`config.mk`:
```
export PLATFORM = sky130hd
export DESIGN_NAME = uart_tx_fifo
export DESIGN_NICKNAME = d
export VERILOG_FILES = /design/src/rtl/uart_pkg.sv /design/src/rtl/uart_byte_fifo.sv /design/src/rtl/uart_tx_fifo.sv
export SDC_FILE = /design/constraint.sdc
export NUM_CORES = 1
export LEC_CHECK = 0
export BUFFER_PORTS_ARGS = -buffer_cell sky130_fd_sc_hd__buf_4
export CORE_ASPECT_RATIO = 0.7
export CORE_UTILIZATION = 60
export DETAILED_ROUTE_END_ITERATION = 6
export PLACE_DENSITY_LB_ADDON = 0.3
export SLEW_MARGIN = 0
export SYNTH_ARGS = -nofsm -noshare
export SYNTH_HDL_FRONTEND = slang
export SYNTH_SLANG_ARGS = --single-unit
```
`constraint.sdc`:
```
create_clock -name i_sys_clk -period 3 [get_ports i_sys_clk]
set_input_delay 0.15 -clock i_sys_clk [delete_from_list [all_inputs] [get_ports i_sys_clk]]
set_output_delay 0.15 -clock i_sys_clk [all_outputs]
set_load 0.1 [all_outputs]
```
`src/rtl/uart_pkg.sv`:
```
// Shared UART definitions: transmitter state encoding, frame constants and the
// bit-period helper used by both the transmitter and the receiver.
package uart_pkg;

   localparam int UartDataBits = 8;

   typedef enum logic [2:0] {
      IDLE,
      START,
      DATA,
      PARITY,
      STOP
   } uart_tx_state_t;

   // Clock cycles per serial bit; integer division, so the baud error is the truncation.
   function automatic int bit_cycles(input int clock_freq, input int baud_rate);
      return clock_freq / baud_rate;
   endfunction

endpackage

```
`src/rtl/uart_byte_fifo.sv`:
```
// Single-clock synchronous FIFO with first-word fall-through output.
// Full/empty come from the occupancy count, so pointer equality is never ambiguous.
module uart_byte_fifo #(
   parameter int Depth = 8,
   parameter int Width = 8
) (
   input  logic                   i_sys_clk,
   input  logic                   i_rst,
   input  logic                   push,
   input  logic                   pop,
   input  logic [Width-1:0]       din,
   output logic [Width-1:0]       dout,
   output logic                   full,
   output logic                   empty,
   output logic [$clog2(Depth):0] count
);

   localparam int PtrW = $clog2(Depth);

   logic [Width-1:0] mem [Depth];
   logic [PtrW-1:0]  wr_ptr;
   logic [PtrW-1:0]  rd_ptr;
   logic             do_push;
   logic             do_pop;

   assign full    = (count == (PtrW + 1)'(Depth));
   assign empty   = (count == '0);
   assign do_push = push && !full;
   assign do_pop  = pop && !empty;
   assign dout    = mem[rd_ptr];

   // Depth is a power of two, so the pointers wrap by natural overflow.
   always_ff @(posedge i_sys_clk) begin
      if (i_rst) begin
         wr_ptr <= '0;
         rd_ptr <= '0;
         count  <= '0;
      end else begin
         if (do_push) wr_ptr <= wr_ptr + PtrW'(1);
         if (do_pop)  rd_ptr <= rd_ptr + PtrW'(1);
         case ({do_push, do_pop})
            2'b10:   count <= count + (PtrW + 1)'(1);
            2'b01:   count <= count - (PtrW + 1)'(1);
            default: count <= count;
         endcase
      end
   end

   // NOTE: the storage array has no reset; occupancy is tracked by count and pointers,
   // so stale words are never observed and the array can map onto plain RAM.
   always_ff @(posedge i_sys_clk) begin
      if (do_push) mem[wr_ptr] <= din;
   end

endmodule

```
`src/rtl/uart_tx_fifo.sv`:
```
// Buffered UART transmitter: valid/ready byte FIFO feeding an 8N1 serialiser.
// Define UART_TX_PARITY_EN to insert an even-parity bit (8E1, 11-bit frame).
module uart_tx_fifo
   import uart_pkg::*;
#(
   parameter int ClockFreq = 133_000_000,
   parameter int BaudRate  = 115200,
   parameter int FifoDepth = 8
) (
   input  logic                       i_sys_clk,
   input  logic                       i_rst,
   input  logic [7:0]                 i_data,
   input  logic                       i_valid,
   output logic                       o_ready,
   output logic                       o_tx,
   output logic                       o_busy,
   output logic [$clog2(FifoDepth):0] o_fifo_count
);

   localparam int BitCycles = bit_cycles(ClockFreq, BaudRate);
   localparam int CntW      = (BitCycles > 1) ? $clog2(BitCycles) : 1;
   localparam int IdxW      = $clog2(UartDataBits);
   localparam logic [CntW-1:0] CntReload = CntW'(BitCycles - 1);
   localparam logic [IdxW-1:0] LastBit   = IdxW'(UartDataBits - 1);

   uart_tx_state_t          state;
   logic [CntW-1:0]         baud_cnt;
   logic [IdxW-1:0]         bit_idx;
   logic [UartDataBits-1:0] shift_reg;
   logic                    tx_reg;
   logic                    bit_done;
   logic                    push;
   logic                    pop;
   logic                    fifo_full;
   logic                    fifo_empty;
   logic [7:0]              fifo_dout;
`ifdef UART_TX_PARITY_EN
   logic                    parity_reg;
`endif

   assign bit_done = (baud_cnt == '0);
   assign push     = i_valid && !fifo_full;
   // The frame loader takes the head byte whenever it is about to emit a start bit.
   assign pop      = !fifo_empty && ((state == IDLE) || (state == STOP && bit_done));

   uart_byte_fifo #(
      .Depth (FifoDepth),
      .Width (8)
   ) u_fifo (
      .i_sys_clk (i_sys_clk),
      .i_rst     (i_rst),
      .push      (push),
      .pop       (pop),
      .din       (i_data),
      .dout      (fifo_dout),
      .full      (fifo_full),
      .empty     (fifo_empty),
      .count     (o_fifo_count)
   );

   // NOTE: all state here is updated with non-blocking assignments so every branch
   // reads the pre-edge values of shift_reg, bit_idx and baud_cnt.
   always_ff @(posedge i_sys_clk) begin
      if (i_rst) begin
         state     <= IDLE;
         baud_cnt  <= '0;
         bit_idx   <= '0;
         shift_reg <= '0;
         tx_reg    <= 1'b1;
`ifdef UART_TX_PARITY_EN
         parity_reg <= 1'b0;
`endif
      end else begin
         case (state)
            IDLE: begin
               tx_reg <= 1'b1;
               if (!fifo_empty) begin
                  state     <= START;
                  baud_cnt  <= CntReload;
                  shift_reg <= fifo_dout;
                  tx_reg    <= 1'b0;
`ifdef UART_TX_PARITY_EN
                  parity_reg <= ^fifo_dout;
`endif
               end
            end
            START: begin
               if (bit_done) begin
                  state    <= DATA;
                  baud_cnt <= CntReload;
                  bit_idx  <= '0;
                  tx_reg   <= shift_reg[0];
               end else begin
                  baud_cnt <= baud_cnt - CntW'(1);
               end
            end
            DATA: begin
               if (bit_done) begin
                  baud_cnt <= CntReload;
                  if (bit_idx == LastBit) begin
`ifdef UART_TX_PARITY_EN
                     state  <= PARITY;
                     tx_reg <= parity_reg;
`else
                     state  <= STOP;
                     tx_reg <= 1'b1;
`endif
                  end else begin
                     bit_idx   <= bit_idx + IdxW'(1);
                     shift_reg <= shift_reg >> 1;
                     tx_reg    <= shift_reg[1];
                  end
               end else begin
                  baud_cnt <= baud_cnt - CntW'(1);
               end
            end
`ifdef UART_TX_PARITY_EN
            PARITY: begin
               if (bit_done) begin
                  state    <= STOP;
                  baud_cnt <= CntReload;
                  tx_reg   <= 1'b1;
               end else begin
                  baud_cnt <= baud_cnt - CntW'(1);
               end
            end
`endif
            STOP: begin
               if (bit_done) begin
                  baud_cnt <= CntReload;
                  // Chain straight into the next start bit so frames carry no idle gap.
                  if (!fifo_empty) begin
                     state     <= START;
                     shift_reg <= fifo_dout;
                     tx_reg    <= 1'b0;
`ifdef UART_TX_PARITY_EN
                     parity_reg <= ^fifo_dout;
`endif
                  end else begin
                     state <= IDLE;
                  end
               end else begin
                  baud_cnt <= baud_cnt - CntW'(1);
               end
            end
            default: begin
               state  <= IDLE;
               tx_reg <= 1'b1;
            end
         endcase
      end
   end

   assign o_tx    = tx_reg;
   assign o_ready = !fifo_full;
   assign o_busy  = (state != IDLE) || (o_fifo_count != '0);

endmodule

```
After elaboration in Yosys (flattened, before gate mapping):

Memories as Yosys holds them, arrays and structs flattened. A register that Yosys moved wholly into a read port is not among the register bits.
Index checks and enable logic that the tools add are counted.

* register bits after elaboration: 36
* bits in writable memories: 64
* bits of input ports: 11
* output and inout bits: 7
* logic and storage cells: 84
* memories: 1

* $add $sub $neg: 6
* eq/ne operators: 14
* mux-type cells: 31
* reduce and logical (&&, ||, !) cells: 24

Memories
* u_fifo.mem: depth 8, bits a word 8, read ports 1, clocked after Yosys merged registers in 1, wr ports 1, RTL line uart_byte_fifo.sv:20 `logic [Width-1:0] mem [Depth];`

Operator list (count)
* $mux W8: 4
* $mux W3: 10
* $pmux W8 S3: 1
* $mux W11: 2
* $pmux W11 S2: 1
* $ne A2 B2 Y1 const B: 7
* $pmux W3 S4: 1
* $reduce_and A4 Y1: 3
* $logic_not A11 Y1: 1
* $sub A11 B1 Y11 const B: 1
* $add A3 B1 Y3 const B: 3
* $mux W1: 9
* $pmux W4 S2: 1
* $eq A3 B3 Y1 const B: 2
* $pmux W3 S2: 1
* $reduce_bool A2 Y1: 3
* $reduce_bool A3 Y1: 2
* $logic_and A1 B1 Y1: 5
* $reduce_and A5 Y1: 1
* $add A4 B1 Y4 const B: 1
* $eq A4 B4 Y1 const B: 1
* $logic_not A4 Y1: 1
* $pmux W1 S4: 1
* $reduce_bool A4 Y1: 1
* 10 further kinds: 12

Depth between registers and ports, before layout:

Gate-level depths: netlist of the first run.

* word-level depth: 7
* gate-level depth with buffers: 13
* mapped depth without buffers: 13

Modules after synthesis:

Synthesis of the first run repeated with hierarchy kept, for this count alone.

* cell total of the unflattened synthesis: 345
* area total of the unflattened synthesis: 4657.0 um^2

Modules (own cells, without submodules)
* uart_byte_fifo: instances 1, cells each 167, area each 3126.7 um^2, sequential area each 2182.1 um^2
* uart_tx_fifo: instances 1, cells each 178, area each 1530.2 um^2, sequential area each 520.5 um^2

Least setup slack after synthesis of the first run:

OpenSTA, ideal clock, no wires.

* kind: flip-flop to flip-flop
* start point: register u_fifo.count[1]
* end point: register u_fifo.count[2]
* library setup time: 0.070 ns
* arrival time: 3.727 ns
* path slack: -0.798 ns
* stages on the path, launching flop included: 12
* path buffers: 1
* clock period less this slack: 3.798 ns
* cells stage by stage: dfxtp_1 clkbuf_1 nor3_1 nand2_1 nand2_1 ha_1 xor2_1 ha_1 a21oi_1 xor2_1 or3_1 a21oi_1

* word-level cells in the longest chain between the ends: 6
* elaborated cells between the ends (all ways): 14
* those cells by class: add/sub (2); eq/ne (3); mux (1); reduce/logical (8)

Ends and longest elaborated chain
* start: declaration: RTL line uart_byte_fifo.sv:15 `output logic [$clog2(Depth):0] count`
* start signal: assignment: RTL line uart_byte_fifo.sv:42 `2'b10: count <= count + (PtrW + 1)'(1);`
* start signal: assignment: RTL line uart_byte_fifo.sv:43 `2'b01: count <= count - (PtrW + 1)'(1);`
* start signal: assignment: RTL line uart_byte_fifo.sv:44 `default: count <= count;`
* $eq A4 B4 Y1 (*): RTL line uart_byte_fifo.sv:26 `assign full = (count == (PtrW + 1)'(Depth));`
* $logic_not A1 Y1 (*)
* net o_ready: RTL line uart_tx_fifo.sv:14 `output logic o_ready,`
* $logic_and A1 B1 Y1: RTL line uart_tx_fifo.sv:42 `assign push = i_valid && !fifo_full;`
* $logic_and A1 B1 Y1 (*): RTL line uart_byte_fifo.sv:28 `assign do_push = push && !full;`
* $eq A2 B1 Y1 / $eq A2 B2 Y1 (equally long branches): RTL line uart_byte_fifo.sv:41 `case ({do_push, do_pop})`
* $pmux W4 S2 / $reduce_bool A2 Y1 (equally long branches)

The timed path passes the listed nets; every way through them passes the cells marked *.
A chain may end at the register's enable or synchronous reset.

Final worst setup path of the first run:

* start point: register baud_cnt[6]
* end point: register u_fifo.count[2]

* word-level cells in the longest chain between the ends: 7
* elaborated cells between the ends (all ways): 9
* those cells by class: eq/ne (2); mux (1); reduce/logical (6)

Ends and longest elaborated chain
* start: declaration: RTL line uart_tx_fifo.sv:27 `logic [CntW-1:0] baud_cnt;`
* start signal: assignment: RTL line uart_tx_fifo.sv:79 `baud_cnt <= CntReload;`
* start signal: assignment: RTL line uart_tx_fifo.sv:90 `baud_cnt <= CntReload;`
* start signal: assignment: RTL line uart_tx_fifo.sv:94 `baud_cnt <= baud_cnt - CntW'(1);`
* $logic_not A11 Y1 (*): RTL line uart_tx_fifo.sv:41 `assign bit_done = (baud_cnt == '0);`
* $logic_and A1 B1 Y1 (*): RTL line uart_tx_fifo.sv:44 `assign pop = !fifo_empty && ((state == IDLE) || (state == STOP && bit_done));`
* $logic_or A1 B1 Y1 (*): RTL line uart_tx_fifo.sv:44
* $logic_and A1 B1 Y1 (*): RTL line uart_tx_fifo.sv:44
* $logic_and A1 B1 Y1 (*): RTL line uart_byte_fifo.sv:29 `assign do_pop = pop && !empty;`
* $eq A2 B1 Y1 / $eq A2 B2 Y1 (equally long branches): RTL line uart_byte_fifo.sv:41
* $pmux W4 S2 / $reduce_bool A2 Y1 (equally long branches)

Every way passes the cells marked *; elsewhere a longest branch is shown, timed or not.

==> impl_metrics.json, run 1 <==
{
  "post_cts_buffers": 0,
  "max_freq_ghz": 0.350,
  "power.ir.vdd_worst_uv": 980,
  "largest_reg_flops": 64,
  "global_route_wire_length_before_repair_um": 13900,
  "critPathMaxStageDelay_ps": 570,
  "combPwrFrac": 0.466,
  "max_slew_margin": 0.462,
  "fp.dieH_um": 74.5,
  "min_period_ps": 2850,
  "n_antenna_cell": 0,
  "yosysMostFrequentCell": "edfxtp_1",
  "worst_slew_pin_slew_ps": 804,
  "powerDensity_nw_per_um2": 1050,
  "worst-path-buf-inv": 1,
  "path_cells": "or4_4 -> o41ai_4 -> nand2_2 -> inv_1 -> ha_2 -> xor2_1 -> ha_1 -> a21oi_2 -> xor2_1 -> or3_1 -> a21oi_1",
  "global_route.usage.total": 0.236,
  "finalSetupViolations": 0,
  "synth_edf_count": 64,
  "clkTransAtPathRegs_ps": 100,
  "post_synth.cell_area_avg_um2": 12.3,
  "std_cell_rows": 26,
  "post_synth_inst_count": 367,
  "cts_num_sinks": 103,
  "crit_family": "simple AND/OR/NAND/NOR gates",
  "power_frac_seq": 0.373,
  "yosysWarnings": 0,
  "gpl.final_weighted_congestion": 0.802,
  "syn_nets": 387,
  "synth_top_cell_by_area": "edfxtp_1",
  "clock_power_share": 0.161,
  "syn2layout_area_growth_pct": 12.2,
  "period_share": 0.951,
  "synth.cell_area_um2": 4510,
  "finish.net_count": 416,
  "power.net_switching_mw": 2.27,
  "critical_path.max_fanout": 4,
  "floorplan.io_pins": 18,
  "netlist-cell-type-count": 46,
  "routed_wire_length_per_instance_um": 17.7,
  "synth_top_cells_by_count": "edfxtp_1 (64), dfxtp_1 (39), nor2_1 (31), mux2i_1 (27), nor3_1 (22)",
  "floorplan.core_area_um2": 7290,
  "postRouteAntennaNets": 0,
  "switching_share": 0.426,
  "power.leakage_nw": 1.78,
  "run_status": "finished, final reports clean",
  "setup_total_negative_slack_ps": 0,
  "drive_above_1_share": 0.167,
  "total_of_max_cap_violations": 0,
  "fp.dieArea_um2": 7870,
  "detail_route.first_pass.iterations": 5,
  "synth-seq-area-share": 0.600,
  "cts_made_buffers": 9,
  "timing.final.hold_violations": 0,
  "first_global_vias": 2767,
  "dpl_cell_area_um2": 4840,
  "worst_path_class_setup": "reg2reg",
  "gr-total-overflow": 0,
  "final-max-slew-violation-count": 0,
  "setup.worst_path.end_class": "flip-flop",
  "worst_ep_required_time_ps": 3290,
  "cts_htree_levels": 3,
  "finalClockSkew_ps": 11.3,
  "cts_tree": "done",
  "postSynth.asyncResetShare": 0,
  "cts-root-buf": "clkbuf_8",
  "startpoint_type": "flip-flop",
  "place.port_buffers": 17,
  "cts_buffer_depth": 2,
  "synth_ff_type": "edfxtp_1",
  "postSynthRegisterBits": 103,
  "cp_most_frequent_cell": "xor2_1",
  "layout.cell_area.non_filler_um2": 5060,
  "holdCritPathClass": "in2reg",
  "initial_utilization": 0.619,
  "drt_iter0_markers": 235,
  "drt_drc_violations_left": 0,
  "grt_antenna_before_repair": 0,
  "detailroute.via_count": 2986,
  "post_drt_via_cell_ratio": 5.98,
  "synth.top_cells.by_area": "edfxtp_1 (43%), dfxtp_1 (17%), mux2i_1 (6.0%)",
  "dp_hpwl_um": 5820,
  "rsz0062_at_grt": "no",
  "cell_internal_pwr_mw": 3.05,
  "crit_slowest_cell": "or4_4",
  "critPathArrivalTime_ps": 3140,
  "die_x_um": 106,
  "routed_wirelength_um": 8820,
  "maximum_number_of_pins_on_one_net_before_global_route_repair": 38,
  "synth_top_area_frac": 0.426,
  "worst_skew_late_latency_ps": 360
}
==> metal layers <==
layer | up-vias | GRT usage | routed length, um
met2 | 89 | 0.390 | 4140
met1 | 1429 | 0.324 | 3980
met3 | 10 | 0.0596 | 612
li1 | 1458 | - | -
met5 | - | 0 | 0
met4 | 0 | 0.0509 | 83
==> worst reg2reg max path, cell delays in order (launching register included) <==
cell and delay (ps):
dfxtp_1 350, or4_4 570, o41ai_4 390, nand2_2 130, inv_1 120, ha_2 230
xor2_1 160, ha_1 180, a21oi_2 40, xor2_1 150, or3_1 310, a21oi_1 150
==> layout make-up <==
cell class,instances,area [um^2]
clock buffer,10,128
multi-input combinational,243,1760
inverter,5,18.8
sequential,103,2710
clock inverter,6,66.3
timing repair buffer,34,258
tap,98,123
fill,533,2230
==> path summary, 6_finish.rpt <==
path | startpoint | end | slack [ps] | cells past startpoint
worst min register to register | u_fifo.rd_ptr[1] | flip-flop | 490 | 2
worst max register to register | baud_cnt[6] | u_fifo.count[2] | 150 | 11
worst max-delay path | baud_cnt[6] | u_fifo.count[2] | 150 | 11
worst min-delay path | i_data[2] | u_fifo.mem[4][2] | 20 | 1
==> kinds of logic (layout without fill, tap and decap cells) <==
group | after synthesis | in the layout | synth area share
xor gates and xnor gates | 11 | 11 | 0.0214
DFF | 103 | 103 | 0.599
and+or+nand+nor | 120 | 120 | 0.142
AOI/OAI and AO/OA | 73 | 73 | 0.121
adders and majority gates | 10 | 10 | 0.0272
muxes | 29 | 29 | 0.0699
buffers and inverters | 21 | 55 | 0.0192
==> cell usage in the layout, fill, tap and decap left out, drive strengths merged, types with 3 or more instances in the layout <==
cell     synthesis  routed
ha               9       9
xor2             8       8
nor2            31      31
a22o             9       9
nor2b           12      12
edfxtp          64      64
a31oi            3       3
nand4b           3       3
xnor2            3       3
nand2b           8       8
or4              3       3
nor3            22      22
a21oi           14      14
inv              5       7
a2111oi          8       8
mux2i           27      27
nor4             6       6
nand3            6       6
or3              3       3
clkbuf          11      10
dfxtp           39      39
a211oi          19      19
nand2           15      15
o21ai            7       7
nand3b           3       3
or2              3       3
buf              5      33
==> power groups by stage <==
stage | Clock [mW] | Sequential (mW) | Combinational, mW
after floorplan | 0 | 2.09 | 1.76
after global placement | 0 | 1.99 | 2.36
after detailed placement | 0 | 2.01 | 2.43
after CTS | 0.869 | 1.98 | 2.45
after global routing | 0.922 | 2.03 | 2.69
final | 0.858 | 1.98 | 2.48
==> stage by stage <==
stage          total power [mW]   util  hold WS [ps]  worst slack (ps)  instances
2_1_floorplan              3.84      -           249              81.9        367
3_3_place_gp               4.35  0.664           383               212        482
6_report                   5.32  0.694          16.5               146        499
5_1_grt                    5.64  0.694          3.44              20.0        499
3_5_place_dp               4.43  0.664           387              65.3        482
4_1_cts                    5.30  0.690          4.72              56.3        498
==> repair_timing <==
item,in CTS,in global routing
hold endpoints to repair,0,8
gates resized for setup,0,4
endpoints found under the setup margin,0,1
hold buffers,0,1
Note: power is estimated with default switching activity, not from simulation.
==> run 2, diff against run 1 <==
CORE_ASPECT_RATIO = 1.1   (was 0.7)
SYNTH_HIERARCHICAL = 1   (was default)
==> impl_metrics.json, run 2 <==
{
  "hold-path-endpoint": "u_fifo/mem[1][0]",
  "synth.top_cells.by_area": "edfxtp_1 (41%), dfxtp_1 (17%), mux4_1 (8.5%)",
  "min_period_ps": 2820,
  "finalSetupViolations": 0,
  "n_antenna_cell": 0,
  "power.net_switching_mw": 2.11,
  "drive_above_1_share": 0.240,
  "ff2ff_setup_slack_ps": 180,
  "clkTransAtPathRegs_ps": 100,
  "holdCritStartpoint": "i_data[0]",
  "rsz0062_at_grt": "no",
  "yosysMostFrequentCell": "edfxtp_1",
  "fillerInstances": 489,
  "detailroute.via_count": 2859,
  "floorplan.core_area_um2": 7470,
  "switching_share": 0.387,
  "gr-total-overflow": 0,
  "finish.net_count": 398,
  "power.leakage_nw": 1.87,
  "clock_power_share": 0.179,
  "power.ir.vdd_worst_uv": 619,
  "cts_num_sinks": 103,
  "timing.hold.worst_path_depth": 1,
  "routed_wire_length_per_instance_um": 16.8,
  "post_cts_buffers": 0,
  "worst_path_class_setup": "reg2reg",
  "largest_reg_flops": 64,
  "startpoint_type": "flip-flop",
  "maximum_number_of_pins_on_one_net_before_global_route_repair": 44,
  "synth.cell_area_um2": 4660,
  "synth_top_area_frac": 0.413,
  "crit-reg2reg-launch": "baud_cnt[3]",
  "max_freq_ghz": 0.355,
  "seqCellArea_um2": 2710,
  "reg2reg_to": "u_fifo/count[2]",
  "cell_internal_pwr_mw": 3.36,
  "gpl.final_weighted_congestion": 0.765,
  "fp.dieArea_um2": 8120,
  "place.port_buffers": 17,
  "initial_utilization": 0.623,
  "worst_ep_required_time_ps": 3290,
  "netlist-cell-type-count": 62,
  "post_drt_via_cell_ratio": 5.86,
  "detail_route.first_pass.iterations": 4,
  "fp.dieH_um": 94.4,
  "postSynth.asyncResetShare": 0,
  "cts_tree": "done",
  "setup.worst_path.end_class": "flip-flop",
  "cts_made_buffers": 9,
  "syn2layout_area_growth_pct": 13.4,
  "cts_htree_levels": 3,
  "cts-root-buf": "clkbuf_8",
  "cts_buffer_depth": 2,
  "postSynthRegisterBits": 103,
  "floorplan.io_pins": 18,
  "synth_ff_type": "edfxtp_1",
  "final-max-slew-violation-count": 0,
  "dp_hpwl_um": 5240,
  "postRouteAntennaNets": 0,
  "worst_slew_pin_slew_ps": 650,
  "syn_nets": 365,
  "run_status": "finished, final reports clean",
  "post_synth.cell_area_avg_um2": 13.5,
  "global_route.usage.total": 0.225,
  "multiInputGateArea_um2": 1840,
  "yosysWarnings": 6,
  "synth_edf_count": 64,
  "period_share": 0.940,
  "routed_wirelength_um": 8190,
  "r2r.worst_path.cells": 11,
  "timing.final.hold_violations": 0,
  "dpl_worst_slack_ps": 106,
  "drt_iter0_markers": 158,
  "max_slew_margin": 0.566,
  "critPathArrivalTime_ps": 3110,
  "holdCritPathClass": "in2reg",
  "power_frac_seq": 0.367,
  "total_of_max_cap_violations": 0,
  "std_cell_rows": 33,
  "drt_drc_violations_left": 0,
  "finalClockSkew_ps": 9.58,
  "layout_common_cells": "edfxtp_1 (64), buf_4 (35), dfxtp_1 (34)",
  "combPwrFrac": 0.453,
  "worst_skew_late_latency_ps": 350,
  "setup_total_negative_slack_ps": 0,
  "setup_ws_ps": 181,
  "grt_antenna_before_repair": 0,
  "post_synth_inst_count": 345,
  "synth-seq-area-share": 0.580,
  "die_x_um": 86,
  "powerDensity_nw_per_um2": 1040,
  "critical_path.max_fanout": 7,
  "synth_top_cell_by_area": "edfxtp_1",
  "global_route_wire_length_before_repair_um": 13500,
  "synth_top_cells_by_count": "edfxtp_1 (64), dfxtp_1 (39), nor2_1 (21), mux2_2 (16), nand2_1 (16)",
  "first_global_vias": 2744,
  "commonest_non_fill_non_tap_cell_in_the_layout": "edfxtp_1"
}
## run 2: critical path, cell delays in order, from the launching register on
cell and delay [ps]:
dfxtp_1 390, nor4_4 300, nand3_1 180, a2111oi_1 430, o41a_1 270, ha_2 240
xor2_1 150, ha_1 160, a21oi_1 50, xor2_1 160, or3_1 310, a21oi_1 130
## run 2: per-stage QoR
stage	std cells	total power, mW	utilization	hold slack (ps)	cell area, um^2
finish	488	5.47	0.707	32.7	5280
global route	488	5.81	0.707	8.46	5280
CTS	488	5.45	0.704	10.4	5260
detailed placement	466	4.45	0.664	383	4960
global placement	466	4.39	0.664	379	4960
floorplan	345	3.93	-	249	4670
## run 2: logic make-up (layout without fill, tap and decap cells)
family,Yosys count,in the layout,share of synthesized area
AO/OA/AOI/OAI,64,64,0.0967
XOR/XNOR,8,8,0.0150
adder cells (fa/ha/maj),9,9,0.0242
buffers and inverters,29,67,0.0312
flip-flops,103,103,0.580
multiplexers,36,36,0.137
AND/OR/NAND/NOR,96,96,0.116
## run 2: metal layers
layer  vias up  track usage  part of all wire
li1       1401            -                 -
met1      1402        0.289              0.45
met2        48        0.381              0.51
met3         8       0.0393             0.029
met4         0       0.0944             0.011
met5         -            0                 0
## run 2: final cells by class
class                      instances  share of cell area
sequential                       103               0.513
multi-input combinational        213               0.349
timing repair buffer              41              0.0611
tap                              105              0.0249
clock buffer                       9              0.0235
clock inverter                     7              0.0216
inverter                          10             0.00711
## run 2: worst max-delay path by stage
stage,from,end,depth (start not counted)
finish,baud_cnt[3],u_fifo/count[2],11
detailed placement,baud_cnt[2],u_fifo/count[2],11
global placement,baud_cnt[2],u_fifo/count[2],11
floorplan,baud_cnt[2],u_fifo/count[3],8
global route,baud_cnt[0],u_fifo/count[2],13
CTS,baud_cnt[2],u_fifo/count[2],11
## run 2: power groups by stage
stage	combinational, mW	clock, mW	sequential [mW]
detailed placement	2.43	0	2.02
floorplan	1.77	0	2.16
global route	2.70	1.06	2.05
finish	2.48	0.981	2.01
CTS	2.45	1.01	1.99
global placement	2.39	0	2.00
## run 2: timing repair
item | in CTS | in global routing
hold endpoints to repair | 36 | 0
hold buffers | 6 | 0
endpoints found under the setup margin | 0 | 2
gates resized for setup | 0 | 5
